===== config.mk =====
export PLATFORM = sky130hd
export DESIGN_NAME = mix_columns
export DESIGN_NICKNAME = d
export VERILOG_FILES = /design/src/rtl/aes_pkg.sv /design/src/rtl/mixcol_word.sv /design/src/rtl/mix_columns.sv
export SDC_FILE = /design/constraint.sdc
export NUM_CORES = 1
export LEC_CHECK = 0
export BUFFER_PORTS_ARGS = -buffer_cell sky130_fd_sc_hd__buf_2
export CORE_ASPECT_RATIO = 2
export CORE_UTILIZATION = 47
export CTS_CLUSTER_SIZE = 30
export DETAILED_ROUTE_END_ITERATION = 10
export PLACE_DENSITY = 0.71
export SKIP_CTS_REPAIR_TIMING = 1
export SLEW_MARGIN = 10
export SYNTH_ARGS = -nofsm -noshare
export SYNTH_HDL_FRONTEND = slang
export SYNTH_SLANG_ARGS = --single-unit

===== constraint.sdc =====
create_clock -name clk -period 7.93 [get_ports clk]
set_input_delay 0.3965 -clock clk [delete_from_list [all_inputs] [get_ports clk]]
set_output_delay 0.3965 -clock clk [all_outputs]
set_load 0.1 [all_outputs]

===== src/rtl/aes_pkg.sv =====
// Shared AES definitions: GF(2^8) helpers, MixColumns FSM states and
// row-major state byte/column access helpers.
package aes_pkg;

    localparam logic [7:0]  AES_POLY = 8'h1b;
    localparam int unsigned AES_NB   = 4;

    typedef enum logic [2:0] {
        IDLE,
        COL0,
        COL1,
        COL2,
        COL3
    } mc_state_t;

    // Multiply by x in GF(2^8) modulo the AES polynomial.
    function automatic logic [7:0] xtime(input logic [7:0] x);
        return {x[6:0], 1'b0} ^ (x[7] ? AES_POLY : 8'h00);
    endfunction

    // Multiply by a 4-bit constant using chained xtime (covers 01..0e).
    function automatic logic [7:0] gmul(input logic [7:0] a, input logic [3:0] k);
        logic [7:0] x2;
        logic [7:0] x4;
        logic [7:0] x8;
        x2 = xtime(a);
        x4 = xtime(x2);
        x8 = xtime(x4);
        return (k[0] ? a  : 8'h00) ^
               (k[1] ? x2 : 8'h00) ^
               (k[2] ? x4 : 8'h00) ^
               (k[3] ? x8 : 8'h00);
    endfunction

    // MSB position of the byte at (row, col) in the row-major 128-bit state.
    function automatic int unsigned byte_msb(input int unsigned row, input int unsigned col);
        return 127 - 8 * (AES_NB * row + col);
    endfunction

    // Gather column c as {a0, a1, a2, a3}, a0 in the top byte.
    function automatic logic [31:0] get_col(input logic [127:0] s, input int unsigned c);
        logic [31:0] col;
        col = '0;
        for (int unsigned r = 0; r < AES_NB; r++) begin
            col[31 - 8 * r -: 8] = s[byte_msb(r, c) -: 8];
        end
        return col;
    endfunction

    // Scatter a {b0, b1, b2, b3} word back into column c of the state.
    function automatic logic [127:0] put_col(input logic [127:0] s, input int unsigned c,
                                             input logic [31:0] col);
        logic [127:0] res;
        res = s;
        for (int unsigned r = 0; r < AES_NB; r++) begin
            res[byte_msb(r, c) -: 8] = col[31 - 8 * r -: 8];
        end
        return res;
    endfunction

endpackage


===== src/rtl/mixcol_word.sv =====
// Single-column MixColumns mixer, purely combinational.
// Column word is {a0, a1, a2, a3} with a0 in bits [31:24].
// MIXCOL_INV_EN adds the i_inv input selecting InvMixColumns coefficients.
module mixcol_word
    import aes_pkg::*;
(
`ifdef MIXCOL_INV_EN
    input  logic        i_inv,
`endif
    input  logic [31:0] i_col,
    output logic [31:0] o_col
);

    logic [7:0] w_a [4];
    logic [7:0] w_b [4];

    // Split the input word into bytes and form each output byte from the
    // rotated coefficient row, then repack.
    always_comb begin
        for (int unsigned k = 0; k < 4; k++) begin
            w_a[k] = i_col[31 - 8 * k -: 8];
        end
        for (int unsigned k = 0; k < 4; k++) begin
            w_b[k] = xtime(w_a[k]) ^
                     xtime(w_a[(k + 1) % 4]) ^ w_a[(k + 1) % 4] ^
                     w_a[(k + 2) % 4] ^
                     w_a[(k + 3) % 4];
`ifdef MIXCOL_INV_EN
            if (i_inv) begin
                w_b[k] = gmul(w_a[k],           4'he) ^
                         gmul(w_a[(k + 1) % 4], 4'hb) ^
                         gmul(w_a[(k + 2) % 4], 4'hd) ^
                         gmul(w_a[(k + 3) % 4], 4'h9);
            end
`endif
        end
        o_col = '0;
        for (int unsigned k = 0; k < 4; k++) begin
            o_col[31 - 8 * k -: 8] = w_b[k];
        end
    end

endmodule


===== src/rtl/mix_columns.sv =====
// Iterative AES MixColumns: latches a state on start_in, mixes one column
// per clock through a single shared mixcol_word, then pulses ready_out.
// MIXCOL_INV_EN adds the decrypt_in port and InvMixColumns support.
module mix_columns
    import aes_pkg::*;
(
    input  logic         clk,
    input  logic         rst,
    input  logic         start_in,
    input  logic [127:0] data_in,
`ifdef MIXCOL_INV_EN
    input  logic         decrypt_in,
`endif
    output logic [127:0] data_out,
    output logic         ready_out,
    output logic         busy_out
);

    mc_state_t    r_state;
    mc_state_t    w_state_next;
    logic [127:0] r_work;
    logic [127:0] r_data_out;
    logic         r_ready;
    logic [1:0]   w_col_idx;
    logic         w_accept;
    logic         w_col_active;
    logic         w_last;
    logic [31:0]  w_col_in;
    logic [31:0]  w_col_out;
    logic [127:0] w_work_mixed;
`ifdef MIXCOL_INV_EN
    logic         r_inv;
`endif

    // State register.
    always_ff @(posedge clk or negedge rst) begin
        if (!rst) begin
            r_state <= IDLE;
        end else begin
            r_state <= w_state_next;
        end
    end

    // Next-state logic and per-state column select / control strobes.
    always_comb begin
        w_state_next = r_state;
        w_col_idx    = '0;
        w_accept     = 1'b0;
        w_col_active = 1'b0;
        w_last       = 1'b0;
        case (r_state)
            IDLE: begin
                if (start_in) begin
                    w_accept     = 1'b1;
                    w_state_next = COL0;
                end
            end
            COL0: begin
                w_col_idx    = 2'd0;
                w_col_active = 1'b1;
                w_state_next = COL1;
            end
            COL1: begin
                w_col_idx    = 2'd1;
                w_col_active = 1'b1;
                w_state_next = COL2;
            end
            COL2: begin
                w_col_idx    = 2'd2;
                w_col_active = 1'b1;
                w_state_next = COL3;
            end
            COL3: begin
                w_col_idx    = 2'd3;
                w_col_active = 1'b1;
                w_last       = 1'b1;
                w_state_next = IDLE;
            end
            default: begin
                w_state_next = IDLE;
            end
        endcase
    end

    assign w_col_in     = get_col(r_work, {30'd0, w_col_idx});
    assign w_work_mixed = put_col(r_work, {30'd0, w_col_idx}, w_col_out);

    mixcol_word u_mixcol_word (
`ifdef MIXCOL_INV_EN
        .i_inv (r_inv),
`endif
        .i_col (w_col_in),
        .o_col (w_col_out)
    );

    // Work register: load on accept, then overwrite one column per cycle.
    always_ff @(posedge clk or negedge rst) begin
        if (!rst) begin
            r_work <= '0;
        end else if (w_accept) begin
            r_work <= data_in;
        end else if (w_col_active) begin
            r_work <= w_work_mixed;
        end
    end

`ifdef MIXCOL_INV_EN
    // Direction flag captured together with the accepted state.
    always_ff @(posedge clk or negedge rst) begin
        if (!rst) begin
            r_inv <= 1'b0;
        end else if (w_accept) begin
            r_inv <= decrypt_in;
        end
    end
`endif

    // Result register and one-cycle ready pulse, loaded on the last column.
    // The final column is taken straight from the mixer so data_out is
    // complete in the same cycle the work register finishes.
    always_ff @(posedge clk or negedge rst) begin
        if (!rst) begin
            r_data_out <= '0;
            r_ready    <= 1'b0;
        end else begin
            r_ready <= w_last;
            if (w_last) begin
                r_data_out <= w_work_mixed;
            end
        end
    end

    assign data_out  = r_data_out;
    assign ready_out = r_ready;
    assign busy_out  = (r_state != IDLE);

endmodule


==> results.json, run 1 <==
{
  "routed_wl_mm": 45.2,
  "die_area_um2": 28100,
  "critPathRequiredTime_ns": 8.28,
  "antenna-diode-count": 0,
  "fin_hold_ws_ns": -0.0541,
  "max_freq_mhz": 252,
  "violated_checks": "negative hold slack",
  "postRouteAntennaNets": 0,
  "register_area_share_after_synthesis": 0.505,
  "timing.critical_path.arrival_ns": 4.32,
  "ff_to_ff_end": "r_work[82]",
  "regToRegSetupSlack_ns": 3.96,
  "largest_family_of_logic_cells_by_synthesized_area": "compound AO/OA/AOI/OAI gates",
  "viasPerCell": 6.02,
  "placeableCoreArea_um2": 26900,
  "critical_register_to_register_path_startpoint": "r_state[1]",
  "final_min_period_over_clock_period": 0.500,
  "synth_compound_area_frac": 0.226,
  "finalSetupViolations": 0,
  "global_route_wire_length_before_repair_mm": 67.6,
  "synth-async-reset-ratio": 1.00,
  "grt_overflow": 0,
  "path_cells": "or3b_4 -> inv_8 -> buf_4 -> a22oi_1 -> nand3b_1 -> o211a_2 -> xor2_1 -> xnor2_1 -> o21ai_0",
  "synthXorXnorAreaFrac": 0.0639,
  "grt_start_max_net_pins": 169,
  "timing.setup.critical_path_class": "reg2reg",
  "clock_insertion_delay_worst_skew_ns": 0.55,
  "antenna_found_initial": 0,
  "timing.max_cap.violations": 0,
  "final.setup.tns_ns": 0,
  "critical_path.slowest_cell": "sky130_fd_sc_hd__xnor2_1",
  "tritoncts_clock_tree": "yes",
  "yosys.area_share.adder": 0,
  "dp.final_hpwl_mm": 31.4,
  "synth-simple-area-share": 0.135,
  "clk_pin_slew_worst_paths_ns": 0.07,
  "dpl_cell_area_um2": 14300,
  "timing.critical_path.from_type": "register",
  "hold_path_class": "in2async",
  "clock_root_buffer": "sky130_fd_sc_hd__clkbuf_16",
  "initial_core_util": 0.479,
  "syn_area_per_cell_um2": 9.82,
  "die_height_um": 236,
  "final_max_slew_viol_count": 0,
  "ys_ff_latch": 260,
  "place.gp.congestion": 0.974,
  "grt_setup_unrepaired": "no",
  "synth_cell_types": 82,
  "drt_iter0_drc": 894,
  "gr-usage-all-layers": 0.322,
  "h-tree-depth": 1,
  "maxSlewHeadroom": 0.316,
  "period_needed_ns": 3.97,
  "syn2layout_area_growth_pct": 17.9,
  "synth.cell_area_um2": 12900,
  "drive_above_1_share": 0.253,
  "die_width_um": 119,
  "ios": 261,
  "port_buffers": 260,
  "synth_mux_area_frac": 0.0299,
  "critical_path.max_fanout": 75,
  "numCtsBuffers": 23,
  "synth-edff-count": 0,
  "clock_sinks": 260,
  "synthesis.instances": 1313,
  "cts_max_path_buffers": 3,
  "finalHoldViolCount": 13,
  "avgRoutedWirePerCell_um": 24.1,
  "worstMarginPinSlew_ns": 1.02,
  "layout.cell_area.non_filler_um2": 15200,
  "clock-skew-final_ns": 0.0264,
  "firstDrtPassIters": 5,
  "most_frequently_used_flop_master_after_synthesis": "sky130_fd_sc_hd__dfrtp_1",
  "number_of_global_route_vias_before_repair": 11200,
  "final.fill_count": 2443,
  "worst-r2r-cell-count": 9,
  "dr_total_vias": 11300,
  "nNetsFinal": 1647,
  "run_status": "finished, violations left",
  "max_stage_delay_ns": 0.65,
  "drc": 0,
  "worstSetupEndpointType": "register",
  "yosys_warnings": 0,
  "layout.core_utilization": 0.565,
  "mappedNetlistNets": 1444,
  "rows": 85
}
## through the flow
stage                     instances  worst slack (ns)  hold WS (ns)
after floorplan                1313              5.38         0.101
after global placement         1839              4.05         0.454
after detailed placement       1839              4.03         0.456
after CTS                      1879              4.00        0.0192
after global routing           1879              3.77        0.0515
final                          1879              3.96       -0.0541
## flip-flops by register name, summed over array words and instances (netlist names)
name       count
r_work       128
ready_out      1
data_out     128
r_state        3
## per-layer routing
| metal | wire (um) | track usage | vias up |
|---|---|---|---|
| met5 | 0 | 0 | - |
| met4 | 3460 | 0.236 | 0 |
| met3 | 2610 | 0.0329 | 137 |
| met2 | 23200 | 0.553 | 577 |
| met1 | 15900 | 0.368 | 5568 |
| li1 | - | - | 5037 |
## worst max path at each step
stage | startpoint | to
floorplan | r_state[0] | r_work[32]
global placement | r_state[2] | data_out[35]
detailed placement | r_state[1] | r_work[35]
CTS | r_state[1] | r_work[35]
global route | r_state[1] | r_work[43]
finish | r_state[1] | r_work[82]
## placed cells by master (no fill, tap or decap), drive strengths merged, types with 7 or more instances in the layout
cell type / n
nand2: 308
buf: 273
dfrtp: 260
o21ai: 138
a22oi: 108
nor2: 68
a21oi: 56
xnor2: 41
clkbuf: 27
mux2i: 25
o22ai: 24
o2bb2ai: 17
xor2: 15
o211ai: 14
inv: 13
mux2: 12
nand3: 11
xnor3: 8
bufinv: 8
nand2b: 8
nand4: 7
a211oi: 7
## synth_stat cells, types with 4 or more instances
library cell	n	area (um^2)
sky130_fd_sc_hd__nand2_1	307	1150
sky130_fd_sc_hd__dfrtp_1	260	6510
sky130_fd_sc_hd__o21ai_0	109	546
sky130_fd_sc_hd__a22oi_1	105	788
sky130_fd_sc_hd__clkbuf_1	66	248
sky130_fd_sc_hd__nor2_1	66	248
sky130_fd_sc_hd__a21oi_1	49	245
sky130_fd_sc_hd__xnor2_1	35	307
sky130_fd_sc_hd__o21ai_1	29	145
sky130_fd_sc_hd__mux2i_1	25	250
sky130_fd_sc_hd__o22ai_1	21	131
sky130_fd_sc_hd__o211ai_1	13	97.6
sky130_fd_sc_hd__mux2_2	12	135
sky130_fd_sc_hd__xor2_1	12	105
sky130_fd_sc_hd__inv_1	11	41.3
sky130_fd_sc_hd__nand3_1	11	55.1
sky130_fd_sc_hd__buf_2	10	50.1
sky130_fd_sc_hd__buf_4	8	60.1
sky130_fd_sc_hd__nand2b_1	8	50.1
sky130_fd_sc_hd__o2bb2ai_1	8	70.1
sky130_fd_sc_hd__xnor3_1	8	180
sky130_fd_sc_hd__nand4_1	7	43.8
sky130_fd_sc_hd__o2bb2ai_2	7	105
sky130_fd_sc_hd__a32oi_1	6	52.6
sky130_fd_sc_hd__buf_6	6	67.6
sky130_fd_sc_hd__xnor2_2	6	97.6
sky130_fd_sc_hd__a21oi_2	5	43.8
sky130_fd_sc_hd__a31oi_1	5	31.3
sky130_fd_sc_hd__a211oi_1	4	30.0
sky130_fd_sc_hd__a2bb2oi_1	4	35.0
sky130_fd_sc_hd__nor2b_1	4	25.0
sky130_fd_sc_hd__o221ai_1	4	35.0
## area by class of cell
class	count	area, um^2	share of cell area
inverter	12	52.6	0.00346
multi-input combinational	946	5880	0.387
timing repair buffer	273	1430	0.0944
clock buffer	27	611	0.0402
tap	348	435	0.0287
sequential	260	6510	0.428
clock inverter	13	273	0.0179
## kinds of logic after synthesis
group,after synthesis
simple gates,427
compound gates,415
flops,260
buf+inv,107
xor+xnor,67
mux,37
## worst max-delay path, delay by kind of cell (launching register included)
family,cells,cell delay [ns]
DFF,1,0.52
AOI/OAI and AO/OA,3,0.80
and+or+nand+nor,2,0.67
buffers and inverters,2,0.94
xor gates and xnor gates,2,0.76
Power of run 1 is left out: the tool's default activity adds up to more than one toggle a clock period on the data nets, which glitch-free logic cannot reach.
==> inputs of run 2 (changes only) <==
- PLACE_DENSITY: 0.71 -> 0.74
- clock period: 7.93 -> 3.4 ns (I/O delays scaled with it)
==> run 2 against run 1 <==
Against the previous run: the flow still finishes with violations (negative hold slack); final cell count rose by 8.7%; clock skew fell by 0.012 ns; maximum frequency is 25% higher; core utilization rose by 5.7 points; sequential cell count is the same; die area unchanged; routed wire length up 5.8%; worst setup slack worse by 3.7 ns; final area increased by 10%.
==> results.json, run 2 (synthesized netlist as in run 1, its figures left out) <==
{
  "timing.critical_path.from": "r_state[0]",
  "initial_core_util": 0.479,
  "number_of_global_route_vias_before_repair": 11500,
  "critPathRequiredTime_ns": 3.79,
  "cp_top_family": "XOR/XNOR gates",
  "crit_path_buf_inv_count": 2,
  "die_width_um": 119,
  "worstSetupEndpointType": "register",
  "drt_iter0_drc": 1052,
  "dr_total_vias": 12100,
  "hold_path_class": "in2reg",
  "firstDrtPassIters": 8,
  "h-tree-depth": 1,
  "critical_register_to_register_path_startpoint": "r_state[0]",
  "critPathCapture": "r_work[83]",
  "final_min_period_over_clock_period": 0.934,
  "postRouteAntennaNets": 0,
  "clock_root_buffer": "sky130_fd_sc_hd__clkbuf_16",
  "dp.final_hpwl_mm": 33.4,
  "ff_to_ff_end": "r_work[83]",
  "die_height_um": 236,
  "ios": 261,
  "port_buffers": 260,
  "global_route_wire_length_before_repair_mm": 68.4,
  "place.gp.congestion": 0.989,
  "clock_sinks": 260,
  "clock_insertion_delay_worst_skew_ns": 0.54,
  "timing.setup.critical_path_class": "reg2reg",
  "rows": 85,
  "die_area_um2": 28100,
  "avgRoutedWirePerCell_um": 23.4,
  "numCtsBuffers": 22,
  "clock-skew-final_ns": 0.0142,
  "timing.critical_path.from_type": "register",
  "drc": 0,
  "syn2layout_area_growth_pct": 29.7,
  "clk_pin_slew_worst_paths_ns": 0.07,
  "violated_checks": "negative hold slack",
  "critical_path.slowest_cell": "sky130_fd_sc_hd__xnor2_1",
  "max_stage_delay_ns": 0.55,
  "cts_max_path_buffers": 3,
  "final.setup.tns_ns": 0,
  "antenna-diode-count": 0,
  "final.fill_count": 2196,
  "timing.critical_path.arrival_ns": 3.57,
  "antenna_found_initial": 0,
  "final_max_slew_viol_count": 0,
  "worstMarginPinSlew_ns": 0.838,
  "fin_hold_ws_ns": -0.0405,
  "finalSetupViolations": 0,
  "timing.max_cap.violations": 0,
  "gr-usage-all-layers": 0.324,
  "grt-busiest-layer": "met2",
  "layout_commonest_cell": "sky130_fd_sc_hd__nand2_1",
  "tritoncts_clock_tree": "yes",
  "worst-r2r-cell-count": 9,
  "most-common-layout-cells": "sky130_fd_sc_hd__nand2_1, sky130_fd_sc_hd__dfrtp_1, sky130_fd_sc_hd__buf_2",
  "grt.met3_usage": 0.0309,
  "period_needed_ns": 3.18,
  "path_depth": 9,
  "maxSlewHeadroom": 0.442,
  "grt_setup_unrepaired": "no",
  "critical_path.max_fanout": 26,
  "run_status": "finished, violations left",
  "placeableCoreArea_um2": 26900,
  "grt_start_max_net_pins": 107,
  "regToRegSetupSlack_ns": 0.22,
  "grt_overflow": 0,
  "global_route.usage.met1": 0.364,
  "critPathMostFrequentCell": "sky130_fd_sc_hd__xnor2_1",
  "groute.layer.met2.usage": 0.576,
  "nNetsFinal": 1809,
  "finalHoldViolCount": 10,
  "viasPerCell": 5.93,
  "routed_wl_mm": 47.8,
  "path_cells": "or3b_4 -> inv_8 -> buf_4 -> nand2_1 -> o21ai_1 -> a21oi_2 -> xnor2_1 -> xnor2_1 -> o21ai_0",
  "drive_above_1_share": 0.254,
  "max_freq_mhz": 315
}
==> run 2: layout make-up <==
class	count	area (um^2)	area share
multi-input cells	946	5880	0.351
well taps	348	435	0.0260
flip-flops and latches	260	6510	0.389
repair buffers	436	3040	0.182
clock inverters	12	176	0.0105
inverters	12	52.6	0.00314
clock buffers	28	634	0.0379
==> run 2: worst min-delay path by stage <==
stage                               to  slack, ns  cells after the start        start
final                        r_work[7]      -0.04                      3   data_in[7]
after global routing        r_work[99]      -0.01                      3  data_in[99]
after CTS                  data_out[9]      -0.27                      1          rst
after detailed placement   data_out[9]       0.29                      1          rst
after global placement    data_out[19]       0.28                      1          rst
after floorplan            data_out[0]      -0.13                      0          rst
==> run 2: routing by layer <==
layer / up-vias / part of all wire
li1: 5358 / -
met1: 5955 / 0.35
met2: 601 / 0.52
met3: 192 / 0.054
met4: 0 / 0.072
met5: - / 0
==> run 2: per-stage QoR <==
| step | util | instances | hold WS (ns) | cell area, um^2 | setup WS (ns) |
|---|---|---|---|---|---|
| after floorplan | - | 1313 | -0.126 | 12900 | 0.852 |
| after global placement | 0.548 | 1884 | 0.280 | 14700 | 0.339 |
| after detailed placement | 0.548 | 1884 | 0.295 | 14700 | 0.297 |
| after CTS | 0.578 | 1924 | -0.273 | 15500 | 0.279 |
| after global routing | 0.622 | 2042 | -0.00977 | 16700 | 0.0356 |
| final | 0.622 | 2042 | -0.0405 | 16700 | 0.225 |
==> run 2: worst reg2reg max path, stage by stage, from the launching register on <==
cell and delay (ns):
sky130_fd_sc_hd__dfrtp_2 0.45, sky130_fd_sc_hd__or3b_4 0.44, sky130_fd_sc_hd__inv_8 0.20, sky130_fd_sc_hd__buf_4 0.33
sky130_fd_sc_hd__nand2_1 0.09, sky130_fd_sc_hd__o21ai_1 0.41, sky130_fd_sc_hd__a21oi_2 0.17, sky130_fd_sc_hd__xnor2_1 0.24
sky130_fd_sc_hd__xnor2_1 0.55, sky130_fd_sc_hd__o21ai_0 0.15
Power of run 2 is left out for the same reason.
